**config.mk**
```make
export PLATFORM = sky130hd
export DESIGN_NAME = multicycle_control_unit
export DESIGN_NICKNAME = d
export VERILOG_FILES = /design/src/rtl/cu_pkg.sv /design/src/rtl/cu_op_decoder.sv /design/src/rtl/multicycle_control_unit.sv
export SDC_FILE = /design/constraint.sdc
export NUM_CORES = 1
export LEC_CHECK = 0
export CAP_MARGIN = 20
export CORE_ASPECT_RATIO = 0.75
export CORE_UTILIZATION = 45
export CTS_CLUSTER_DIAMETER = 50
export DETAILED_ROUTE_END_ITERATION = 7
export GPL_TIMING_DRIVEN = 0
export PLACE_DENSITY = 0.88
export SLEW_MARGIN = 20
export SYNTH_ARGS = -nofsm -noshare
export SYNTH_HDL_FRONTEND = slang
export SYNTH_SLANG_ARGS = --single-unit
```
**constraint.sdc**
```tcl
create_clock -name in_clk -period 2.52 [get_ports in_clk]
set_input_delay 0.252 -clock in_clk [delete_from_list [all_inputs] [get_ports in_clk]]
set_output_delay 0.252 -clock in_clk [all_outputs]
set_load 0.1 [all_outputs]
```
**src/rtl/cu_pkg.sv**
```systemverilog
// Shared definitions for the multi-cycle control unit: opcodes, ALU/PC select codes,
// FSM state encodings and decoded instruction classes.
package cu_pkg;

  localparam int unsigned OP_NOP   = 0;
  localparam int unsigned OP_ADD   = 1;
  localparam int unsigned OP_SUB   = 2;
  localparam int unsigned OP_AND   = 3;
  localparam int unsigned OP_OR    = 4;
  localparam int unsigned OP_ADDI  = 5;
  localparam int unsigned OP_SUBI  = 6;
  localparam int unsigned OP_ANDI  = 7;
  localparam int unsigned OP_ORI   = 8;
  localparam int unsigned OP_JUMP  = 9;
  localparam int unsigned OP_BEQ   = 10;
  localparam int unsigned OP_BNE   = 11;
  localparam int unsigned OP_LOAD  = 12;
  localparam int unsigned OP_STORE = 13;
  localparam int unsigned OP_HALT  = 14;

  localparam logic [1:0] ALU_ADD = 2'd0;
  localparam logic [1:0] ALU_SUB = 2'd1;
  localparam logic [1:0] ALU_AND = 2'd2;
  localparam logic [1:0] ALU_OR  = 2'd3;

  localparam logic [1:0] PC_INC = 2'd0;
  localparam logic [1:0] PC_JMP = 2'd1;
  localparam logic [1:0] PC_BR  = 2'd2;

  typedef enum logic [2:0] {
    StFetch     = 3'd0,
    StDecode    = 3'd1,
    StExecute   = 3'd2,
    StMem       = 3'd3,
    StWriteback = 3'd4,
    StHalt      = 3'd5
  } cu_state_e;

  typedef enum logic [3:0] {
    ClsNop,
    ClsAlu,
    ClsJump,
    ClsBeq,
    ClsBne,
    ClsLoad,
    ClsStore,
    ClsHalt,
    ClsIllegal
  } cu_class_e;

endpackage

```
**src/rtl/cu_op_decoder.sv**
```systemverilog
// Combinational opcode decoder: latched opcode to instruction class, ALU select,
// operand-1 select and illegal flag.
module cu_op_decoder
  import cu_pkg::*;
#(
  parameter int unsigned OP_W      = 5,
  parameter int unsigned ALU_SEL_W = 2
) (
  input  logic [OP_W-1:0]      op,
  output cu_class_e            op_class,
  output logic [ALU_SEL_W-1:0] alu_op_sel,
  output logic                 operand_1_sel,
  output logic                 illegal
);

  logic [1:0]  alu_code;
  int unsigned op_val;

  always_comb begin
    op_class      = ClsIllegal;
    alu_code      = ALU_ADD;
    operand_1_sel = 1'b0;
    op_val        = 32'(op);
    case (op_val)
      OP_NOP: op_class = ClsNop;
      OP_ADD, OP_SUB, OP_AND, OP_OR: begin
        op_class = ClsAlu;
        alu_code = 2'(op_val - OP_ADD);
      end
      OP_ADDI, OP_SUBI, OP_ANDI, OP_ORI: begin
        op_class      = ClsAlu;
        alu_code      = 2'(op_val - OP_ADDI);
        operand_1_sel = 1'b1;
      end
      OP_JUMP: op_class = ClsJump;
      OP_BEQ: begin
        op_class = ClsBeq;
        alu_code = ALU_SUB;
      end
      OP_BNE: begin
        op_class = ClsBne;
        alu_code = ALU_SUB;
      end
      // Loads and stores use the ALU for base + immediate address calculation.
      OP_LOAD: begin
        op_class      = ClsLoad;
        operand_1_sel = 1'b1;
      end
      OP_STORE: begin
        op_class      = ClsStore;
        operand_1_sel = 1'b1;
      end
      OP_HALT: op_class = ClsHalt;
      default: op_class = ClsIllegal;
    endcase
  end

  assign illegal    = (op_class == ClsIllegal);
  assign alu_op_sel = ALU_SEL_W'(alu_code);

endmodule

```
**src/rtl/multicycle_control_unit.sv**
```systemverilog
// Multi-cycle FSM control unit: sequences fetch/decode/execute/mem/writeback with a
// ready-based memory handshake, branch, load/store, halt and illegal-opcode handling.
module multicycle_control_unit
  import cu_pkg::*;
#(
  parameter int unsigned OP_W      = 5,
  parameter int unsigned ALU_SEL_W = 2
) (
  input  logic                 in_clk,
  input  logic                 in_rst,
  input  logic [OP_W-1:0]      in_op_code,
  input  logic                 in_alu_zero,
  input  logic                 in_mem_ready,
  output logic                 out_mem_req,
  output logic                 out_mem_wr_en,
  output logic                 out_ir_wr_en,
  output logic                 out_pc_wr_en,
  output logic [1:0]           out_pc_mux_sel,
  output logic                 out_reg_file_wr_en,
  output logic                 out_reg_wr_src_sel,
  output logic [ALU_SEL_W-1:0] out_alu_op_sel,
  output logic                 out_alu_operand_1_sel,
  output logic                 out_halted,
  output logic                 out_illegal,
  output logic [2:0]           out_state
);

  cu_state_e             state_q, state_d;
  logic [OP_W-1:0]       op_q;
  cu_class_e             op_class;
  logic [ALU_SEL_W-1:0]  dec_alu_op_sel;
  logic                  dec_operand_1_sel;
  logic                  dec_illegal;

  cu_op_decoder #(
    .OP_W      (OP_W),
    .ALU_SEL_W (ALU_SEL_W)
  ) u_op_decoder (
    .op            (op_q),
    .op_class      (op_class),
    .alu_op_sel    (dec_alu_op_sel),
    .operand_1_sel (dec_operand_1_sel),
    .illegal       (dec_illegal)
  );

  always_ff @(posedge in_clk or posedge in_rst) begin
    if (in_rst) begin
      state_q <= StFetch;
      op_q    <= '0;
    end else begin
      state_q <= state_d;
      if (state_q == StDecode) begin
        op_q <= in_op_code;
      end
    end
  end

  always_comb begin
    state_d               = state_q;
    out_mem_req           = 1'b0;
    out_mem_wr_en         = 1'b0;
    out_ir_wr_en          = 1'b0;
    out_pc_wr_en          = 1'b0;
    out_pc_mux_sel        = PC_INC;
    out_reg_file_wr_en    = 1'b0;
    out_reg_wr_src_sel    = 1'b0;
    out_alu_op_sel        = '0;
    out_alu_operand_1_sel = 1'b0;
    out_halted            = 1'b0;
    out_illegal           = 1'b0;

    unique case (state_q)
      StFetch: begin
        out_mem_req = 1'b1;
        if (in_mem_ready) begin
          out_ir_wr_en = 1'b1;
          out_pc_wr_en = 1'b1;
          state_d      = StDecode;
        end
      end
      StDecode: state_d = StExecute;
      StExecute: begin
        out_alu_op_sel        = dec_alu_op_sel;
        out_alu_operand_1_sel = dec_operand_1_sel;
        state_d               = StFetch;
        case (op_class)
          ClsAlu: state_d = StWriteback;
          ClsJump: begin
            out_pc_wr_en   = 1'b1;
            out_pc_mux_sel = PC_JMP;
          end
          ClsBeq: begin
            out_pc_wr_en   = in_alu_zero;
            out_pc_mux_sel = PC_BR;
          end
          ClsBne: begin
            out_pc_wr_en   = !in_alu_zero;
            out_pc_mux_sel = PC_BR;
          end
          ClsLoad, ClsStore: state_d = StMem;
          ClsHalt: state_d = StHalt;
          default: out_illegal = dec_illegal;
        endcase
      end
      StMem: begin
        out_mem_req           = 1'b1;
        out_mem_wr_en         = (op_class == ClsStore);
        out_alu_op_sel        = dec_alu_op_sel;
        out_alu_operand_1_sel = dec_operand_1_sel;
        if (in_mem_ready) begin
          state_d = (op_class == ClsLoad) ? StWriteback : StFetch;
        end
      end
      StWriteback: begin
        out_reg_file_wr_en    = 1'b1;
        out_reg_wr_src_sel    = (op_class == ClsLoad);
        out_alu_op_sel        = dec_alu_op_sel;
        out_alu_operand_1_sel = dec_operand_1_sel;
        state_d               = StFetch;
      end
      StHalt: out_halted = 1'b1;
      default: state_d = StFetch;
    endcase

    // Outputs are gated so a request or write drops the instant reset rises.
    if (in_rst) begin
      out_mem_req           = 1'b0;
      out_mem_wr_en         = 1'b0;
      out_ir_wr_en          = 1'b0;
      out_pc_wr_en          = 1'b0;
      out_pc_mux_sel        = PC_INC;
      out_reg_file_wr_en    = 1'b0;
      out_reg_wr_src_sel    = 1'b0;
      out_alu_op_sel        = '0;
      out_alu_operand_1_sel = 1'b0;
      out_halted            = 1'b0;
      out_illegal           = 1'b0;
    end
  end

  assign out_state = state_q;

endmodule

```
==> impl_metrics.py <==
metrics = {
    "drt": {
        "drtIter0Drc": 32,
        "drtAntennaViolNets": 0,
        "via_count": 1011,
        "drc": 0,
        "wire_per_inst_um": 16.5,
        "avgViaCountPerCell": 6.02,
        "wl_mm": 2.78,
        "dr.pass1.iters": 4,
    },
    "grt": {
        "grt_pass1_vias": 849,
        "antenna_found_initial": 0,
        "grt_pass1_wl_mm": 4.04,
        "track_usage_pct": 28.5,
        "overflow": 0,
        "grt_max_degree": 11,
    },
    "worst_setup_path": {
        "crit_fanout": 8,
        "max_stage_delay_ps": 450,
        "crit_type": "reg2out",
        "crit_path_start_kind": "flop",
        "cp_num_buf_inv": 3,
        "endpoint_kind": "output pin",
        "cp.arrival_ps": 2200,
        "path_cells": "inv_4, ha_4, buf_6, nand2_4, a2111oi_4, a211oi_2, a311oi_4, buf_12",
        "crit_family": "compound AO/OA/AOI/OAI gates",
        "slowest_stage": "dfrtp_2",
        "critPathRequiredTime_ps": 2270,
    },
    "finish": {
        "final_cell_mix": "clkdlybuf4s50_1, nand2_1, buf_6, buf_4, nor2_1",
        "drive_gt1_share_pct": 43.8,
        "final_common_cell": "clkdlybuf4s50_1",
        "final_nets": 160,
        "area_delta_synth_final_pct": 68.7,
        "diodes": 0,
        "fin_util_pct": 81.1,
    },
    "yosys": {
        "yosys-top-cells-area": "dfrtp_1, nor2_1, ha_1, nand2_1, nor3_1",
        "netlist_instances": 110,
        "syn_area_um2": 828,
        "seq_area_frac_synth_pct": 24.2,
        "synth.net_count": 123,
        "synth_top_area_share_pct": 24.2,
        "synth_largest_area_cell": "dfrtp_1",
        "synth_warnings": 0,
        "synth.distinct_cells": 36,
        "ys_ff_latch": 8,
        "syn_area_per_cell_um2": 7.53,
    },
    "timing": {
        "tns_ps": 0,
        "worst_slew_margin_rel_pct": 33.9,
        "fmax_ghz": 0.407,
        "hold_violations": 0,
        "slew_violations": 0,
        "period_needed_ps": 2460,
        "clock_skew_ps": 10.1,
        "finalSetupViolations": 0,
        "setup_ws_ps": 64.8,
        "whs_ps": 438,
        "worst_slew_pin_slew_ps": 996,
        "fin_crit_sh_pct": 97.4,
    },
    "floorplan": {
        "dieArea_mm2": 0.00202,
        "start_util_pct": 48.0,
        "die_w_um": 51.5,
        "core-area_mm2": 0.00172,
        "die_y_um": 39.2,
        "core.rowCount": 13,
        "ios": 25,
    },
    "clock_network": {
        "cts_buffers": 3,
        "cts_tree": "yes",
        "cts-root-buf": "clkbuf_4",
        "clk_pin_slew_ps": 60,
        "cts_num_sinks": 8,
        "htree_levels": 1,
        "insertion_delay_ps": 260,
        "clockBufferDepth": 2,
    },
    "place": {
        "port_buffers": 24,
        "dp_worst_setup_slack_ps": -704,
        "gp_congestion": 0.818,
        "dp_hpwl_mm": 1.84,
    },
    "worst_hold_path": {
        "hp-class": "in2async",
    },
    "run_status": {
        "outcome": "finished clean",
    },
    "run": {
        "cap_violations": 0,
    },
}
flip-flops by register name, summed over array words and instances (netlist names):
signal,flops
op_q,5
out_state,3
cells in the mapped netlist:
master     number
nor2b_1         3
xnor2_1         1
a311oi_1        1
a21oi_2         1
clkbuf_1        3
o2111ai_1       1
buf_6           1
mux2i_1         1
o211ai_1        1
nor3_1          8
and2_1          1
o32ai_1         1
a2111oi_0       1
nor4_1          3
a211oi_1        2
a21oi_1         7
a221oi_2        1
a2111oi_4       1
mux2_2          2
buf_2           6
o41ai_1         1
nor3b_1         1
inv_1           8
o21ai_0         6
nand2b_1        3
nand2_1        11
o221ai_1        1
a211o_1         1
a31oi_1         1
nor2_1         14
and3_1          2
or4_4           1
dfrtp_1         8
ha_1            4
a211oi_2        1
nand3b_1        1
cell type report:
| class | instances | area (um^2) |
|---|---|---|
| Timing Repair Buffer | 32 | 288 |
| Clock buffer | 4 | 26.3 |
| Buffer | 10 | 83.8 |
| Tap cell | 22 | 27.5 |
| Multi-Input combinational cell | 84 | 729 |
| Sequential cell | 8 | 210 |
| Inverter | 8 | 32.5 |
| Fill cell | 111 | 327 |
kinds of logic (layout without fill, tap and decap cells):
kind of cell	Yosys count	in the layout	synth area share, %
compound gates	28	28	26.4
xor+xnor	1	1	1.06
fa+ha+maj	4	4	6.04
buf+inv	18	54	9.97
flops	8	8	24.2
mux	3	3	3.93
simple gates	48	48	28.4
layer usage:
| metal | GRT usage, % | vias up | share of wire [%] |
|---|---|---|---|
| met2 | 46.1 | 55 | 49 |
| met4 | 7.43 | 0 | 1.3 |
| met1 | 39.0 | 487 | 42 |
| met3 | 5.49 | 6 | 7.1 |
| li1 | - | 463 | - |
| met5 | 0 | - | 0 |
repair_timing:
item | in CTS | in global routing
buffers inserted | 3 | 4
hold buffers | 0 | 0
pin swaps | 2 | 6
cloned | 0 | 1
endpoints found under the setup margin | 13 | 11
gates resized for setup | 55 | 18
through the flow:
step | std cells | area (um^2)
after floorplan | 110 | 1030
after global placement | 156 | 1300
after detailed placement | 156 | 1300
after CTS | 163 | 1320
after global routing | 168 | 1400
final | 168 | 1400
final timing paths:
path / to / from / cells after the start / slack, ps
max in group asynchronous: out_state[2]$_DFFE_PP0P_ / in_rst / 2 / 1770
worst max-delay path: out_pc_wr_en / op_q[0]$_DFFE_PP0N_ / 8 / 60
min in group in_clk: op_q[1]$_DFFE_PP0N_ / in_op_code[1] / 3 / 570
worst max register to register: out_state[2]$_DFFE_PP0P_ / op_q[0]$_DFFE_PP0N_ / 6 / 610
worst min-delay path: out_state[1]$_DFFE_PP0P_ / in_rst / 2 / 440
worst min register to register: op_q[0]$_DFFE_PP0N_ / op_q[0]$_DFFE_PP0N_ / 2 / 670
Power is not shown: default switching activity piles up to over one toggle a cycle in this logic, so the estimate is an artifact.
